File: src/rtl/keypad_digit_ctrl_pkg.sv
// Shared types and constants for the keypad digit controller.
// Key FSM states, display mux states and digit-enable encodings.
package keypad_pkg;

  typedef enum logic [1:0] {
    IDLE,
    DEBOUNCE,
    HELD,
    RELEASE
  } key_state_t;

  typedef enum logic [1:0] {
    BLANK_LR,
    SHOW_R,
    BLANK_RL,
    SHOW_L
  } mux_state_t;

  localparam logic [1:0] AN_RIGHT = 2'b10;
  localparam logic [1:0] AN_LEFT  = 2'b01;
  localparam logic [1:0] AN_OFF   = 2'b11;

  function automatic logic [1:0] an_decode(mux_state_t s);
    logic [1:0] an;
    an = AN_OFF;
    unique case (s)
      SHOW_R:   an = AN_RIGHT;
      SHOW_L:   an = AN_LEFT;
      BLANK_LR: an = AN_OFF;
      BLANK_RL: an = AN_OFF;
    endcase
    return an;
  endfunction

endpackage

File: src/rtl/keypad_digit_ctrl_if.sv
// Scanner-side key inputs and display-side outputs
// of the keypad digit controller.
interface keypad_digit_ctrl_if;
  logic       key_down;
  logic [3:0] key_code;
  logic       new_key;
  logic [3:0] latest;
  logic [3:0] previous;
  logic [3:0] digit;
  logic [1:0] an_l;

  modport master (
    output key_down,
    output key_code,
    input  new_key,
    input  latest,
    input  previous,
    input  digit,
    input  an_l
  );

  modport slave (
    input  key_down,
    input  key_code,
    output new_key,
    output latest,
    output previous,
    output digit,
    output an_l
  );
endinterface

File: src/rtl/keypad_digit_ctrl_digit_mux_sched.sv
// Time-multiplexes one seven-segment decoder across two digits
// with blanking dead-time between digit swaps.
module digit_mux_sched
  import keypad_pkg::*;
#(
  parameter int MUX_CYCLES   = 8,
  parameter int BLANK_CYCLES = 2
) (
  input  logic       clk,
  input  logic       nrst,
  input  logic [3:0] latest,
  input  logic [3:0] previous,
  output logic [3:0] digit,
  output logic [1:0] an_l
);

  localparam int MAXC =
    (MUX_CYCLES > BLANK_CYCLES) ? MUX_CYCLES : BLANK_CYCLES;
  localparam int CW = (MAXC > 1) ? $clog2(MAXC) : 1;

  mux_state_t    r_state;
  mux_state_t    w_next;
  logic [CW-1:0] r_cnt;
  logic [CW-1:0] w_cnt;
  logic [CW-1:0] w_lim;
  logic          w_show;

  always_ff @(posedge clk) begin
    if (!nrst) begin
      r_state <= BLANK_LR;
      r_cnt   <= '0;
    end else begin
      r_state <= w_next;
      r_cnt   <= w_cnt;
    end
  end

  always_comb begin
    w_next = r_state;
    w_cnt  = r_cnt + CW'(1);
    w_show = (r_state == SHOW_R) || (r_state == SHOW_L);
    w_lim  = w_show ? CW'(MUX_CYCLES - 1) : CW'(BLANK_CYCLES - 1);
    if (r_cnt == w_lim) begin
      w_cnt = '0;
      unique case (r_state)
        BLANK_LR: w_next = SHOW_R;
        SHOW_R:   w_next = BLANK_RL;
        BLANK_RL: w_next = SHOW_L;
        SHOW_L:   w_next = BLANK_LR;
      endcase
    end
  end

  // Decoder input switches at blank entry so it settles before enable.
  always_comb begin
    an_l  = an_decode(r_state);
    digit = previous;
    if ((r_state == BLANK_LR) || (r_state == SHOW_R))
      digit = latest;
  end

endmodule

File: src/rtl/keypad_digit_ctrl.sv
// Debounces scanner key presses, keeps a two-key history and
// drives the shared dual-digit seven-segment display.
module keypad_digit_ctrl
  import keypad_pkg::*;
#(
  parameter int DB_CYCLES    = 20,
  parameter int MUX_CYCLES   = 8,
  parameter int BLANK_CYCLES = 2
) (
  input logic               clk,
  input logic               nrst,
  keypad_digit_ctrl_if.slave bus
);

  localparam int DBW = $clog2(DB_CYCLES);

  key_state_t     r_state;
  key_state_t     w_next;
  logic [3:0]     r_cand;
  logic [3:0]     w_cand;
  logic [DBW-1:0] r_cnt;
  logic [DBW-1:0] w_cnt;
  logic           r_new_key;
  logic           w_new_key;
  logic [3:0]     r_latest;
  logic [3:0]     w_latest;
  logic [3:0]     r_previous;
  logic [3:0]     w_previous;
  logic           w_last;

  always_ff @(posedge clk) begin
    if (!nrst) begin
      r_state    <= IDLE;
      r_cand     <= '0;
      r_cnt      <= '0;
      r_new_key  <= 1'b0;
      r_latest   <= '0;
      r_previous <= '0;
    end else begin
      r_state    <= w_next;
      r_cand     <= w_cand;
      r_cnt      <= w_cnt;
      r_new_key  <= w_new_key;
      r_latest   <= w_latest;
      r_previous <= w_previous;
    end
  end

  // One counter serves both debounce and release; cleared on entry.
  always_comb begin
    w_next     = r_state;
    w_cand     = r_cand;
    w_cnt      = r_cnt;
    w_new_key  = 1'b0;
    w_latest   = r_latest;
    w_previous = r_previous;
    w_last     = (r_cnt == DBW'(DB_CYCLES - 1));
    unique case (r_state)
      IDLE: begin
        if (bus.key_down) begin
          w_next = DEBOUNCE;
          w_cand = bus.key_code;
          w_cnt  = '0;
        end
      end
      DEBOUNCE: begin
        if (!bus.key_down || (bus.key_code != r_cand)) begin
          w_next = IDLE;
        end else if (w_last) begin
          w_next     = HELD;
          w_previous = r_latest;
          w_latest   = r_cand;
          w_new_key  = 1'b1;
        end else begin
          w_cnt = r_cnt + DBW'(1);
        end
      end
      HELD: begin
        if (!bus.key_down) begin
          w_next = RELEASE;
          w_cnt  = '0;
        end
      end
      RELEASE: begin
        if (bus.key_down) begin
          w_next = HELD;
        end else if (w_last) begin
          w_next = IDLE;
        end else begin
          w_cnt = r_cnt + DBW'(1);
        end
      end
    endcase
  end

  assign bus.new_key  = r_new_key;
  assign bus.latest   = r_latest;
  assign bus.previous = r_previous;

  digit_mux_sched #(
    .MUX_CYCLES   (MUX_CYCLES),
    .BLANK_CYCLES (BLANK_CYCLES)
  ) u_mux (
    .clk      (clk),
    .nrst     (nrst),
    .latest   (r_latest),
    .previous (r_previous),
    .digit    (bus.digit),
    .an_l     (bus.an_l)
  );

endmodule
File: src/flat_wrapper.sv
// flat-port wrapper written by rule: the top's interface ports become plain ports
module keypad_digit_ctrl_flat import keypad_pkg::*;
#(
  parameter int DB_CYCLES    = 20,
  parameter int MUX_CYCLES   = 8,
  parameter int BLANK_CYCLES = 2
)
  (clk, nrst, bus_key_down, bus_key_code, bus_new_key, bus_latest, bus_previous, bus_digit, bus_an_l);
  keypad_digit_ctrl_if bus_i ();
  input logic clk;
  input logic nrst;
  input wire logic [$bits(bus_i.key_down)-1:0] bus_key_down;
  input wire logic [$bits(bus_i.key_code)-1:0] bus_key_code;
  output wire logic [$bits(bus_i.new_key)-1:0] bus_new_key;
  output wire logic [$bits(bus_i.latest)-1:0] bus_latest;
  output wire logic [$bits(bus_i.previous)-1:0] bus_previous;
  output wire logic [$bits(bus_i.digit)-1:0] bus_digit;
  output wire logic [$bits(bus_i.an_l)-1:0] bus_an_l;
  assign bus_i.key_down = bus_key_down;
  assign bus_i.key_code = bus_key_code;
  assign bus_new_key = bus_i.new_key;
  assign bus_latest = bus_i.latest;
  assign bus_previous = bus_i.previous;
  assign bus_digit = bus_i.digit;
  assign bus_an_l = bus_i.an_l;
  keypad_digit_ctrl #(.DB_CYCLES(DB_CYCLES), .MUX_CYCLES(MUX_CYCLES), .BLANK_CYCLES(BLANK_CYCLES)) u_core (.clk(clk), .nrst(nrst), .bus(bus_i));
endmodule
File: config.mk
export PLATFORM = sky130hd
export DESIGN_NAME = keypad_digit_ctrl_flat
export DESIGN_NICKNAME = d
export VERILOG_FILES = /design/src/rtl/keypad_digit_ctrl_pkg.sv /design/src/rtl/keypad_digit_ctrl_if.sv /design/src/rtl/keypad_digit_ctrl_digit_mux_sched.sv /design/src/rtl/keypad_digit_ctrl.sv /design/src/flat_wrapper.sv
export SDC_FILE = /design/constraint.sdc
export NUM_CORES = 1
export LEC_CHECK = 0
export CORE_MARGIN = 5
export CORE_UTILIZATION = 47
export CTS_BUF_LIST = sky130_fd_sc_hd__clkbuf_4 sky130_fd_sc_hd__clkbuf_8 sky130_fd_sc_hd__clkbuf_16
export CTS_CLUSTER_DIAMETER = 150
export CTS_CLUSTER_SIZE = 14
export DETAILED_ROUTE_END_ITERATION = 8
export PLACE_DENSITY = 0.72
export SLEW_MARGIN = 30
export SYNTH_ARGS = -nofsm -noshare
export SYNTH_HDL_FRONTEND = slang
export SYNTH_HIERARCHICAL = 1
export SYNTH_SLANG_ARGS = --single-unit
File: constraint.sdc
create_clock -name clk -period 1.7 [get_ports clk]
set_input_delay 0.34 -clock clk [delete_from_list [all_inputs] [get_ports clk]]
set_output_delay 0.34 -clock clk [all_outputs]
set_load 0.03 [all_outputs]
## After elaboration in Yosys (flattened, before gate mapping)

Cells that the tools add are included.

- Add/subtract/negate cells: 2
- Multiply operators: 0
- Div/mod/pow operators: 0
- $lt $le $gt $ge: 0
- Equality and inequality tests: 15
- Shift operators: 0
- Multiplexer cells: 18
- Bitwise logic cells: 3
- Reductions and logical operators: 13

Operator list:

| cell | count |
|---|---|
| 2-to-1 mux 5 bit | 5 |
| one-hot mux 5 bit (4 select lines) | 1 |
| one-hot mux 2 bit (4 select lines) | 2 |
| 2-to-1 mux 2 bit | 6 |
| equality test 2 bit, second input constant | 4 |
| inequality test 2 bit, second input constant | 4 |
| AND reduction 4 bit | 2 |
| one-hot mux 2 bit (3 select lines) | 1 |
| adder 5 x 1 -> 5 bit, second input constant | 1 |
| equality test 5 bit, second input constant | 1 |
| equality test 2 x 1 -> 1 bit, second input constant | 2 |
| zero test 2 bit | 2 |
| 2-to-1 mux 4 bit | 1 |
| inequality test 4 bit | 1 |
| OR reduction 2 bit | 2 |
| adder 3 x 1 -> 3 bit, second input constant | 1 |
| equality test 3 bit | 1 |
| logical OR 1 bit | 3 |
| 2-to-1 mux 3 bit | 1 |
| inequality test 3 x 1 -> 1 bit, second input constant | 1 |
| inequality test 3 x 2 -> 1 bit, second input constant | 1 |
| NOT 1 bit | 3 |
| AND reduction 3 bit | 1 |
| OR reduction 3 bit | 1 |
| other kinds (3) | 3 |

- Flip-flop bits (word level): 25
- Bits in latches: 0
- Memory bits (writable): 0
- Memory bits (read-only): 0
- Output and inout port bits: 15
- Logic and storage cells: 59
- Memories kept: 0

## Logic depth before layout (Yosys ltp)

- Depth after elaboration: 5
- Gate-level depth with buffers: 7
- Depth with buffers taken out: 6

## By module

The synthesis kept the hierarchy.

Modules (own cells, without submodules):

| module | times used | cells an instance | area each (um^2) | seq. area each (um^2) |
|---|---|---|---|---|
| keypad_digit_ctrl | 1 | 86 | 955.9 | 400.4 |
| digit_mux_sched | 1 | 34 | 340.3 | 100.1 |

## Least setup slack after synthesis

OpenSTA, ideal clock, no wires.

- Path kind: reg2out
- Start point: register u_core.u_mux.r_state[0]
- End point: output port bus_digit[0]
- Arrival time: 1350 ps
- Required time: 1360 ps
- Setup slack: 10 ps
- Cell stages (with the launch flop): 5
- Buffers on the path: 0
- Path through: dfxtp_1 > inv_1 > ha_1 > nor2_1 > mux2_2

- Cells in the longest elaborated chain, start to end: 3
- Elaborated cells between the ends (all ways): 4
- Those cells by class: 1 x eq/ne; 1 x mux; 2 x reduce/logical

RTL lines:

| element | line | source |
|---|---|---|
| start, declared | keypad_digit_ctrl_digit_mux_sched.sv:21 | `mux_state_t r_state;` |
| start signal, assigned | keypad_digit_ctrl_digit_mux_sched.sv:33 | `r_state <= w_next;` |
| equality test 2 x 1 -> 1 bit / zero test 2 bit (equally long branches) | keypad_digit_ctrl_digit_mux_sched.sv:58 | `if ((r_state == BLANK_LR) \|\| (r_state == SHOW_R))` |
| logical OR 1 bit (*) | keypad_digit_ctrl_digit_mux_sched.sv:58 |  |
| 2-to-1 mux 4 bit (*) | keypad_digit_ctrl_digit_mux_sched.sv:58 |  |
| end, declared | flat_wrapper.sv:17 | `output wire logic [$bits(bus_i.digit)-1:0] bus_digit;` |

Mark *: on every way between the ends. The rest lies on a longest branch, timed or not.

## Final worst setup path

- Start point: register u_core.u_mux.r_state[1]
- End point: output port bus_digit[2]

The elaborated chain is that of the path after synthesis.

==> results.toml <==
[outcome]
outcome = "complete, but fails checks"
failed_checks = "setup timing"

[timing]
clock_skew_ns = 0.01070
layout_setup_ws_ns = -0.2228
period_needed_ns = 1.923
finalHoldViolations = 0
finalMaxSlewViolations = 0
finalSetupTns_ns = -0.8777
finalSetupViolCount = 4
maxSlewHeadroom_pct = 78.86
worstMarginPinSlew_ns = 0.3161
finalCritPeriodShare_pct = 113.1
rsz0062_at_grt = "yes"
max_freq_ghz = 0.5201

[yosys]
postSynthAreaPerCell_um2 = 10.80
synth-simple-area-share_pct = 22.88
ys_top_cells_by_count = "dfxtp_1, mux2i_1, nor2b_1"
synth_top_area_cell = "dfxtp_1"
synth_fa_ha_area_share_pct = 7.722
ys_ff_latch = 25
synthCells = 120
synth_edf_count = 0
async_flop_share_pct = 0
ys_warn_count = 6
synthMuxAreaShare_pct = 14.29
yosys_most_used_dff = "dfxtp_1"
synth_top_area_share_pct = 38.61
yosysSeqAreaShare_pct = 38.61
synth_top_family_by_area = "simple AND/OR/NAND/NOR gates"
syn-num-nets = 135
netlist_area_um2 = 1296
yosysMostFrequentCell = "dfxtp_1"
synth_compound_area_share_pct = 9.846
synth_xor_area_share_pct = 3.378
yosysUniqueCellTypes = 34
ys_top_cells_by_area = "dfxtp_1, mux2i_1, ha_1, nor2b_1, mux2_2"

[setup_path]
crit_end = "bus_digit[2]"
r2r_slack_ns = 0.10
cp.arrival_ns = 1.58
r2r_start = "u_core/r_cnt[1]"
critPathCaptureType = "output port"
path_common_cell = "buf_6"
slowest_delay_ns = 0.38
worstPathCellList = "inv_4 -> ha_4 -> nor2_4 -> buf_6 -> mux2_4 -> buf_6"
critPathMaxFanout = 4
cp.required_ns = 1.36
regToRegEndpoint = "u_core/r_cnt[3]"
path_class = "register to output port"
start_kind = "register"
cp_slowest_cell = "dfxtp_2"
cp-startpoint = "u_core/u_mux/r_state[1]"
r2r_cells = 7

[floorplanning]
die_area_um2 = 3908
core_area_um2 = 2710
start_util_pct = 47.83
die_x_um = 62.52
die_y_um = 62.52
rows = 19
ioPinCount = 22

[power]
p_per_area_nw_per_um2 = 657.4
power_leakage_uw = 0.0007457
total_power_uw = 1153
ir_drop_uv = 527.7

[global_routing]
grt_pass1_wl_um = 4264
overflow = 0
first_global_vias = 918
antenna_found_initial = 0
grt.total_usage_pct = 13.10
grt_max_degree = 22

[placement]
hpwl_um = 1808
port_buffers = 21
placed_area_um2 = 1642
placed_cells = 183
gp_congestion = 0.7757

[worst_hold_path]
min_path_type = "register to register"

[finish]
final_nets = 173
final_area_um2 = 1754
final_layout_size_suffix_gt1_share_pct = 33.76
num_antenna_cells = 0
fin_cells = 188
flow.area_growth_from_synthesis_pct = 35.33

[cts]
cts_hold_buf = 0
clock-root-buffer = "clkbuf_4"
cts_tree = "yes"
clkLatencyLatePin_ns = 0.31
h-tree-depth = 1
path_clk_slew_ns = 0.13
clock_sinks = 25
numCtsBuffers = 3
clock_path_buffers = 2

[detailed_routing]
drt-vias-per-instance = 5.069
wirelength_um = 2555
vias = 953
ant_nets = 0
first_pass_iters = 4
wl_per_cell_um = 13.59
drc = 0
drt-initial-drc-count = 36

[run]
maxCapViolCount = 0
-- area by class of cell --
type                    instances  area [µm²]
inverters                       5       21.27
well taps                      31       38.79
flip-flops and latches         25       506.7
multi-input cells              86       813.3
fillers                       228       955.9
clock buffers                   4       30.03
repair buffers                 37       344.1
-- cell usage in the layout, fill, tap and decap left out, types with 4 or more instances in the layout --
cell,instances
clkbuf_4,4
nor2b_1,13
ha_1,5
buf_6,7
xor2_1,5
nand2_1,5
mux2_4,4
buf_4,14
nand3_1,5
clkdlybuf4s50_1,7
dfxtp_1,22
dlygate4sd2_1,8
mux2i_1,14
-- per-stage QoR --
stage | hold slack (ns) | utilization [%] | setup slack (ns)
2_1_floorplan | 0.4354 | - | 0.009789
3_3_place_gp | 0.4562 | 60.57 | -0.3458
3_5_place_dp | 0.4566 | 60.57 | -0.4013
4_1_cts | 0.4839 | 63.11 | -0.2142
5_1_grt | 0.5107 | 64.73 | -0.2890
6_report | 0.4815 | 64.73 | -0.2228
-- per-layer routing --
metal	share of wire (%)	vias up	track usage (%)
met1	44	447	15.60
met3	3.4	2	3.597
li1	-	488	-
met4	0.78	0	4.775
met5	0	-	0
met2	51	16	22.28
-- what timing repair did --
item                                    CTS  global route
endpoints found under the setup margin   12             6
pin swaps                                 2             2
setup buffers                             0             1
gates resized for setup                  50             9
-- power breakdown --
part	switching, µW	internal [µW]	total [µW]
clock network	172	108	280
registers	20.4	607	627
logic	117	130	246
total	309	844	1150
-- flip-flops by register name (all words and copies together), names as in the netlist --
signal                count
u_core/u_mux/r_state      2
u_core/r_cnt              5
u_core/r_state            2
u_core/bus.new_key        1
u_core/bus.latest         4
u_core/r_cand             4
u_core/bus.previous       4
u_core/u_mux/r_cnt        3
-- cell families (layout without fill, tap and decap cells) --
group                    Yosys count  in the layout
AO/OA/AOI/OAI                     13             13
XOR/XNOR                           5              5
adder cells (fa/ha/maj)            8              8
buffers and inverters              9             46
flip-flops                        25             25
multiplexers                      18             18
AND/OR/NAND/NOR                   42             42
-- worst min-delay path by stage --
stage | startpoint | endpoint | cells after the start
after global routing | u_core/u_mux/r_cnt[0] | u_core/u_mux/r_cnt[0] | 1
after detailed placement | u_core/u_mux/r_cnt[0] | u_core/u_mux/r_cnt[0] | 1
after CTS | u_core/u_mux/r_cnt[0] | u_core/u_mux/r_cnt[0] | 1
after floorplan | u_core/u_mux/r_cnt[0] | u_core/u_mux/r_cnt[0] | 1
after global placement | u_core/u_mux/r_cnt[0] | u_core/u_mux/r_cnt[0] | 1
final | u_core/u_mux/r_cnt[0] | u_core/u_mux/r_cnt[0] | 1
-- worst max-delay path: cells and delay by family (launching register included) --
| kind | cells | cell delay [ns] |
|---|---|---|
| buffers and inverters | 3 | 0.33 |
| adder cells (fa/ha/maj) | 1 | 0.16 |
| multiplexers | 1 | 0.30 |
| flip-flops | 1 | 0.38 |
| AND/OR/NAND/NOR | 1 | 0.10 |
(Power assumes the default switching activity.)
